## src/rtl/seven_seg_scan_mux.sv

```systemverilog
// ---------------------------------------------------------------------------
// seven_seg_scan_mux
//
// Time-multiplexed driver for NUM_DIGITS common-anode seven-segment digits
// that share one segment bus. Each digit is lit in turn for SCAN_DIV clock
// cycles. Digits can be blanked or made to blink one at a time.
//
// Display data is double-buffered. A load strobe writes into a pending
// buffer, and that buffer is copied into the active buffer only at a frame
// boundary. A frame therefore never shows a mix of old and new data.
//
// Parameters
//   NUM_DIGITS   number of multiplexed digits (1..8)
//   SCAN_DIV     clock cycles each digit stays lit (>= 2)
//   BLINK_DIV    frames per blink half-period (>= 1)
//
// Ports
//   clk_i          system clock, rising edge
//   rst_i          synchronous reset, active-high
//   load_i         one-cycle strobe that captures the three data inputs below
//   digit_data_i   one hex nibble per digit, digit i = [4i+3:4i]
//   en_mask_i      1 = digit shown, 0 = digit blanked
//   blink_mask_i   1 = digit blanks during the blink off phase
//   seg_o          segments gfedcba, active-low, registered
//   an_o           anode selects, active-low, one-hot-low, registered
//   frame_done_o   one-cycle pulse in the last cycle of the last digit slot
//   busy_o         high while a loaded update waits for its frame swap
// ---------------------------------------------------------------------------
module seven_seg_scan_mux #(
    parameter int NUM_DIGITS = 4,
    parameter int SCAN_DIV   = 50000,
    parameter int BLINK_DIV  = 64
) (
    input  logic                    clk_i,
    input  logic                    rst_i,
    input  logic                    load_i,
    input  logic [4*NUM_DIGITS-1:0] digit_data_i,
    input  logic [NUM_DIGITS-1:0]   en_mask_i,
    input  logic [NUM_DIGITS-1:0]   blink_mask_i,
    output logic [6:0]              seg_o,
    output logic [NUM_DIGITS-1:0]   an_o,
    output logic                    frame_done_o,
    output logic                    busy_o
);

    // Counter widths. The max(1, ...) guards keep every vector at least one
    // bit wide for the degenerate parameter values (one digit, or a blink
    // period of one frame).
    localparam int SCAN_W  = (SCAN_DIV > 1) ? $clog2(SCAN_DIV) : 1;
    localparam int IDX_W   = (NUM_DIGITS > 1) ? $clog2(NUM_DIGITS) : 1;
    localparam int BLINK_W = (BLINK_DIV > 1) ? $clog2(BLINK_DIV) : 1;

    localparam logic [SCAN_W-1:0]  SCAN_LAST  = SCAN_W'(SCAN_DIV - 1);
    localparam logic [IDX_W-1:0]   IDX_LAST   = IDX_W'(NUM_DIGITS - 1);
    localparam logic [BLINK_W-1:0] BLINK_LAST = BLINK_W'(BLINK_DIV - 1);

    localparam logic [6:0] SEG_BLANK = 7'h7F;

    // Scan and blink timing state
    logic [SCAN_W-1:0]  scanCnt_q,  scanCnt_d;
    logic [IDX_W-1:0]   digIdx_q,   digIdx_d;
    logic [BLINK_W-1:0] blinkCnt_q, blinkCnt_d;
    logic               blinkOn_q,  blinkOn_d;

    // Active buffer: the data currently being scanned out
    logic [4*NUM_DIGITS-1:0] actData_q,  actData_d;
    logic [NUM_DIGITS-1:0]   actEn_q,    actEn_d;
    logic [NUM_DIGITS-1:0]   actBlink_q, actBlink_d;

    // Pending buffer: the most recent load, waiting for a frame boundary
    logic [4*NUM_DIGITS-1:0] pendData_q,  pendData_d;
    logic [NUM_DIGITS-1:0]   pendEn_q,    pendEn_d;
    logic [NUM_DIGITS-1:0]   pendBlink_q, pendBlink_d;
    logic                    pendValid_q, pendValid_d;

    // Registered pin drivers
    logic [6:0]            seg_q, seg_d;
    logic [NUM_DIGITS-1:0] an_q,  an_d;

    // Decoded per-cycle conditions
    logic                  slotEnd;
    logic                  frameEnd;
    logic [3:0]            curNibble;
    logic                  curEn;
    logic                  curBlink;
    logic [NUM_DIGITS-1:0] curAnSel;
    logic                  curVisible;

    // Hex-to-segment lookup. The result is active-low in gfedcba order, and
    // b and d use their lower-case glyphs so they are not mistaken for 8 and 0.
    function automatic logic [6:0] decodeHex(input logic [3:0] nibble);
        logic [6:0] segs;
        case (nibble)
            4'h0:    segs = 7'h40;
            4'h1:    segs = 7'h79;
            4'h2:    segs = 7'h24;
            4'h3:    segs = 7'h30;
            4'h4:    segs = 7'h19;
            4'h5:    segs = 7'h12;
            4'h6:    segs = 7'h02;
            4'h7:    segs = 7'h78;
            4'h8:    segs = 7'h00;
            4'h9:    segs = 7'h10;
            4'hA:    segs = 7'h08;
            4'hB:    segs = 7'h03;
            4'hC:    segs = 7'h46;
            4'hD:    segs = 7'h21;
            4'hE:    segs = 7'h06;
            default: segs = 7'h0E;
        endcase
        return segs;
    endfunction

    // A digit slot ends on the terminal scan count. The frame ends when that
    // happens on the last digit. frame_done is taken straight from these
    // registered counters, so it is high during exactly that one cycle. The
    // buffer swap and the blink update happen on the clock edge that closes
    // that cycle.
    always_comb begin
        slotEnd  = (scanCnt_q == SCAN_LAST);
        frameEnd = slotEnd && (digIdx_q == IDX_LAST);
    end

    // Select the current digit's nibble, enable, blink bit and anode line.
    // The equality compare against every legal index, instead of a variable
    // part-select, means an index outside the digit range cannot select
    // anything.
    always_comb begin
        curNibble = 4'h0;
        curEn     = 1'b0;
        curBlink  = 1'b0;
        curAnSel  = '1;
        for (int i = 0; i < NUM_DIGITS; i++) begin
            if (digIdx_q == IDX_W'(i)) begin
                curNibble   = actData_q[4*i +: 4];
                curEn       = actEn_q[i];
                curBlink    = actBlink_q[i];
                curAnSel[i] = 1'b0;
            end
        end
        curVisible = curEn && (!curBlink || blinkOn_q);
    end

    // Scan counter and digit index. The index moves on only at the end of a
    // slot, and it wraps from the last digit straight back to digit 0.
    always_comb begin
        scanCnt_d = scanCnt_q + 1'b1;
        digIdx_d  = digIdx_q;
        if (slotEnd) begin
            scanCnt_d = '0;
            if (digIdx_q == IDX_LAST) begin
                digIdx_d = '0;
            end else begin
                digIdx_d = digIdx_q + 1'b1;
            end
        end
    end

    // Blink phase. Frames are counted only at frame_done, so the phase can
    // flip only when digit 0 is about to be shown. A blinking digit therefore
    // never changes state partway through a frame.
    always_comb begin
        blinkCnt_d = blinkCnt_q;
        blinkOn_d  = blinkOn_q;
        if (frameEnd) begin
            if (blinkCnt_q == BLINK_LAST) begin
                blinkCnt_d = '0;
                blinkOn_d  = !blinkOn_q;
            end else begin
                blinkCnt_d = blinkCnt_q + 1'b1;
            end
        end
    end

    // Double buffer update. A load arriving on the frame-end cycle goes
    // directly into the active buffer. This keeps a frame of latency off the
    // fast path, and busy never rises for that load. Any other load
    // overwrites the pending buffer, so the last write before the swap wins.
    always_comb begin
        actData_d   = actData_q;
        actEn_d     = actEn_q;
        actBlink_d  = actBlink_q;
        pendData_d  = pendData_q;
        pendEn_d    = pendEn_q;
        pendBlink_d = pendBlink_q;
        pendValid_d = pendValid_q;
        if (frameEnd) begin
            pendValid_d = 1'b0;
            if (load_i) begin
                actData_d  = digit_data_i;
                actEn_d    = en_mask_i;
                actBlink_d = blink_mask_i;
            end else if (pendValid_q) begin
                actData_d  = pendData_q;
                actEn_d    = pendEn_q;
                actBlink_d = pendBlink_q;
            end
        end else if (load_i) begin
            pendData_d  = digit_data_i;
            pendEn_d    = en_mask_i;
            pendBlink_d = blink_mask_i;
            pendValid_d = 1'b1;
        end
    end

    // Pin drivers for the digit selected this cycle. They reach the pins one
    // clock later, so each digit occupies a full SCAN_DIV-cycle window. A
    // hidden digit also turns its anode off, so the shared bus does not
    // ghost into it.
    always_comb begin
        if (curVisible) begin
            seg_d = decodeHex(curNibble);
            an_d  = curAnSel;
        end else begin
            seg_d = SEG_BLANK;
            an_d  = '1;
        end
    end

    // All state lives here. Reset blanks the display, restarts the scan at
    // digit 0 with the blink phase on, and drops any pending load.
    always_ff @(posedge clk_i) begin
        if (rst_i) begin
            scanCnt_q   <= '0;
            digIdx_q    <= '0;
            blinkCnt_q  <= '0;
            blinkOn_q   <= 1'b1;
            actData_q   <= '0;
            actEn_q     <= '0;
            actBlink_q  <= '0;
            pendData_q  <= '0;
            pendEn_q    <= '0;
            pendBlink_q <= '0;
            pendValid_q <= 1'b0;
            seg_q       <= SEG_BLANK;
            an_q        <= '1;
        end else begin
            scanCnt_q   <= scanCnt_d;
            digIdx_q    <= digIdx_d;
            blinkCnt_q  <= blinkCnt_d;
            blinkOn_q   <= blinkOn_d;
            actData_q   <= actData_d;
            actEn_q     <= actEn_d;
            actBlink_q  <= actBlink_d;
            pendData_q  <= pendData_d;
            pendEn_q    <= pendEn_d;
            pendBlink_q <= pendBlink_d;
            pendValid_q <= pendValid_d;
            seg_q       <= seg_d;
            an_q        <= an_d;
        end
    end

    // Output assignments
    always_comb begin
        seg_o        = seg_q;
        an_o         = an_q;
        frame_done_o = frameEnd;
        busy_o       = pendValid_q;
    end

endmodule

```

## config.mk

```make
export PLATFORM = sky130hd
export DESIGN_NAME = seven_seg_scan_mux
export DESIGN_NICKNAME = d
export VERILOG_FILES = /design/src/rtl/seven_seg_scan_mux.sv
export SDC_FILE = /design/constraint.sdc
export NUM_CORES = 1
export LEC_CHECK = 0
export BUFFER_PORTS_ARGS = -buffer_cell sky130_fd_sc_hd__buf_2
export CORE_ASPECT_RATIO = 0.5
export CORE_MARGIN = 1.5
export CORE_UTILIZATION = 45
export CTS_CLUSTER_DIAMETER = 80
export DETAILED_ROUTE_END_ITERATION = 7
export GPL_ROUTABILITY_DRIVEN = 0
export PLACE_DENSITY = 0.68
export SLEW_MARGIN = 20
export SYNTH_ARGS = -nofsm -noshare
export SYNTH_HDL_FRONTEND = slang
export SYNTH_SLANG_ARGS = --single-unit
export TNS_END_PERCENT = 1
```

## constraint.sdc

```tcl
create_clock -name clk_i -period 4.75 [get_ports clk_i]
set_input_delay 0.475 -clock clk_i [delete_from_list [all_inputs] [get_ports clk_i]]
set_output_delay 0.475 -clock clk_i [all_outputs]
set_load 0.01 [all_outputs]
```

==> reports/results.txt <==
The logs give 45 for the post-synthesis cell type count and 44.7% for the share of power burned in the clock network. The tools report the endpoint of the most critical register-to-register path as seg_o[6]. The cell count after synthesis came out at 440.

Peak supply drop: 184 uV. The area overhead of the layout relative to synthesis was 13.8%; the post-synthesis sequential area ratio was 44.5%. Remaining routing DRC violations: 0. The number of antenna diodes in the final layout is 0. In the global route stage, met1 resource usage came out at 22.0%. Adding up every negative setup slack in the final design gives 0 ns. In this run the power spent charging and discharging nets is 321 uW. The tools report the final HPWL from detailed placement as 5.14 mm. The post-synthesis async set-or-reset flop share is 0%. The overall via count from detail_route is 2,972, and the number of detailed-route iterations in the first pass is 4. In this run the most critical hold path is launched from digit_data_i[6].

STA classifies the critical path startpoint as a register. The internal portion of the total power is 1.14 mW. In this run the worst setup path begins at digIdx_q[0]. For the net count of the mapped netlist, the log shows 479. Buffers placed on the I/O ports in this run total 39. The maximum clock insertion buffer count was 2. The floorplan step defined a die boundary enclosing 9080 um2. The switching portion of total power is 22.0%, and the synthesis warning total is 0.

Headroom to the max-slew limit came out at 46.1%. The count of routing violations after the opening detailed-route iteration is 130, and the critical path data arrival time is 2.95 ns. The tool flagged a number of max-cap violations equal to 0. The measured slew at the worst slew-check pin is 0.809 ns. Setup repair after global routing left no endpoint under its margin. The remaining number of nets flagged by the antenna check after routing was 0.

At the worst endpoint, the required time is 4.92 ns. Once the floorplan was initialized, standard cells occupied 47.1% of the core. After floorplanning, the core was divided into 23 placement rows. The run gives 0.34 ns as the worst-skew pair later-pin latency.

The logs give 85 for the clock sink count and 360 MHz for the maximum achievable frequency. The root buffer cell chosen for the clock tree is sky130_fd_sc_hd__clkbuf_16. Clock-pin slew was measured on the worst setup and hold paths at 0.06 ns. For this design the static power due to leakage is 1.66 nW. Averaged over all synthesized cells, the footprint is 8.68 um2.

The tools report the worst setup path endpoint as seg_o[6]. For this design, the CTS-stage hold fixing added 0 buffers. The number of cell instances on the worst register-to-register path was 8; the overall global routing resource usage was 18.2%. Of all nets on the critical path, the largest fanout is 18.

The post-CTS repair timing setup buffer count is 0. The floorplan step set the die width to 133 um. The hold violation count in the final report is 0. Yosys mapped a number of flops with a built-in enable equal to 0. The setup violation total in the final timing report came out at 0. Gates resized during post-CTS repair numbered 0. Fraction of final layout cells sized beyond drive strength 1: 14.4%.

Entering global routing, the biggest net connects 63 pins. The final critical path takes up 58.5% of the cycle. In this run the power density over the cells is 335 nW/um2. From bottom edge to top edge, the die measures 68.2 um. The most used flip-flop cell after synthesis is sky130_fd_sc_hd__dfxtp_1. The logs give 3 for the H-tree depth and 1.46 mW for the sum of internal, switching and leakage power. The logs give 0 for the initial antenna violation count and 2,819 for the via count of the first global-routing pass. The met2 track utilization from global routing was 31.7%.

For the finished layout, the period the worst path requires is 2.78 ns. The tools report the area of the mapped netlist as 3820 um2. 40 I/O pins were placed. The mean routed wirelength per cell came out at 13.1 um. At the end of the flow, the number of nets in the layout was 506. The area of the core region was 8120 um2; the residual overflow from global routing was 0. After detailed routing, the number of vias per cell comes to 5.09. The run finished with clean final reports. In this run the most used layer during global routing was met2. In this run the worst hold path is classified as primary input to register.

TritonCTS built the clock tree. Combinational cells account for 4.9% of the total power. The flip-flop and latch count after synthesis was 85; the wire length of the first global-routing pass was 12.9 mm.

The setup path with the least slack is of type register to register. The sequential cell fraction of total power is 50.4%, and the final worst clock skew is 0.00932 ns. The nature of the critical path endpoint was a register.

For met3 alone, demand over resource in global routing was 5.11%. The worst reg2reg path startpoint was digIdx_q[0]. TritonCTS created 9 clock buffers.

Summed over all layers, the routed wires come to 7.63 mm. Setup slack on the worst reg-to-reg path comes out at 1.97 ns. The run gives 0 as the max-slew violation count.
## placed cells by master, fill, tap and decap left out, types with 2 or more instances in the layout
master and count:
sky130_fd_sc_hd__o21ai_0 6, sky130_fd_sc_hd__a21oi_1 34, sky130_fd_sc_hd__mux2_2 3, sky130_fd_sc_hd__nor3b_1 3, sky130_fd_sc_hd__nor3_1 3, sky130_fd_sc_hd__buf_4 4, sky130_fd_sc_hd__xnor2_1 9, sky130_fd_sc_hd__xor2_1 7
sky130_fd_sc_hd__buf_2 39, sky130_fd_sc_hd__nor2_1 48, sky130_fd_sc_hd__inv_1 13, sky130_fd_sc_hd__clkbuf_8 2, sky130_fd_sc_hd__o221ai_1 2, sky130_fd_sc_hd__or3_1 3, sky130_fd_sc_hd__nand3b_1 3, sky130_fd_sc_hd__nand2b_1 3
sky130_fd_sc_hd__mux2i_1 27, sky130_fd_sc_hd__nor2b_1 4, sky130_fd_sc_hd__o211ai_1 4, sky130_fd_sc_hd__nand2_1 77, sky130_fd_sc_hd__ha_1 12, sky130_fd_sc_hd__and3_1 4, sky130_fd_sc_hd__clkbuf_16 9, sky130_fd_sc_hd__and4_1 2
sky130_fd_sc_hd__and4bb_1 2, sky130_fd_sc_hd__a211oi_1 27, sky130_fd_sc_hd__nand3_1 14, sky130_fd_sc_hd__clkinv_2 3, sky130_fd_sc_hd__dfxtp_1 85
## worst min-delay path by stage
stage / end / slack, ns / depth (start not counted)
after floorplan: scanCnt_q[0] / 0.41 / 1
after global placement: scanCnt_q[0] / 0.43 / 1
after detailed placement: scanCnt_q[0] / 0.43 / 1
after CTS: pendData_q[6] / 0.37 / 3
after global routing: pendData_q[7] / 0.39 / 3
final: pendData_q[6] / 0.39 / 3
## power by group through the flow
stage | sequential, mW | combinational (mW) | clock (mW)
global placement | 0.749 | 0.0716 | 0
finish | 0.734 | 0.0718 | 0.652
detailed placement | 0.749 | 0.0722 | 0
CTS | 0.734 | 0.0724 | 0.670
global route | 0.735 | 0.0817 | 0.693
floorplan | 0.748 | 0.0485 | 0
## per-layer routing
layer / vias to the layer above / wire [um]
met2: 43 / 3390
li1: 1567 / -
met5: - / 0
met4: 0 / 67
met1: 1354 / 3870
met3: 8 / 293
## area by class of cell
class	count	area [um2]
multi-input cells	315	1950
inverters	13	48.8
clock inverters	4	22.5
repair buffers	43	225
well taps	112	140
flip-flops and latches	85	1700
clock buffers	12	256
fillers	763	3770
## sequential cells by signal (all words and copies together), names as in the netlist
name         flops
blinkOn_q        1
pendData_q      16
actBlink_q       4
scanCnt_q       16
pendEn_q         4
pendBlink_q      4
an_o             4
digIdx_q         2
busy_o           1
blinkCnt_q       6
actEn_q          4
actData_q       16
seg_o            7
## through the flow
| step | util, % | instances | setup WS [ns] | hold slack, ns | area (um2) |
|---|---|---|---|---|---|
| finish | 53.6 | 584 | 1.97 | 0.385 | 4350 |
| global route | 53.6 | 584 | 1.74 | 0.394 | 4350 |
| CTS | 53.5 | 584 | 2.01 | 0.372 | 4340 |
| detailed placement | 50.0 | 568 | 2.05 | 0.433 | 4060 |
| global placement | 50.0 | 568 | 2.16 | 0.426 | 4060 |
| floorplan | - | 440 | 2.39 | 0.413 | 3820 |
## worst max-delay path, cell delays in order, from the launching register on
cell and delay (ns):
sky130_fd_sc_hd__dfxtp_1 0.37, sky130_fd_sc_hd__ha_1 0.61, sky130_fd_sc_hd__a211oi_1 0.09, sky130_fd_sc_hd__a211oi_1 0.62, sky130_fd_sc_hd__inv_1 0.23, sky130_fd_sc_hd__ha_1 0.27, sky130_fd_sc_hd__mux2_2 0.27, sky130_fd_sc_hd__nand2_1 0.06
sky130_fd_sc_hd__o211ai_1 0.10
## cells by family (layout without fill, tap and decap cells)
group           after synthesis  after routing  synth area share, %
compound gates               81             81                 13.8
xor+xnor                     16             16                 3.67
fa+ha+maj                    12             12                 3.93
buf+inv                      40             72                 4.68
flops                        85             85                 44.5
mux                          30             30                 7.96
simple gates                176            176                 21.4
## cells in the mapped netlist (all sizes together), types with 3 or more instances
| cell | number | area share [%] |
|---|---|---|
| nand2b | 3 | 0.49 |
| nor2 | 48 | 4.7 |
| o21ai | 7 | 0.92 |
| nand3 | 14 | 1.8 |
| or3 | 3 | 0.49 |
| buf | 15 | 2.2 |
| nand3b | 3 | 0.59 |
| o211ai | 4 | 0.79 |
| xnor2 | 9 | 2.1 |
| nor2b | 4 | 0.65 |
| mux2 | 3 | 0.88 |
| and3 | 4 | 0.65 |
| inv | 13 | 1.3 |
| dfxtp | 85 | 45 |
| clkbuf | 12 | 1.2 |
| nand2 | 78 | 7.9 |
| nor3 | 4 | 0.65 |
| nor3b | 3 | 0.59 |
| xor2 | 7 | 1.6 |
| ha | 12 | 3.9 |
| a211oi | 28 | 5.6 |
| a21oi | 34 | 4.5 |
| mux2i | 27 | 7.1 |
Note: power is estimated with default switching activity, not from simulation.
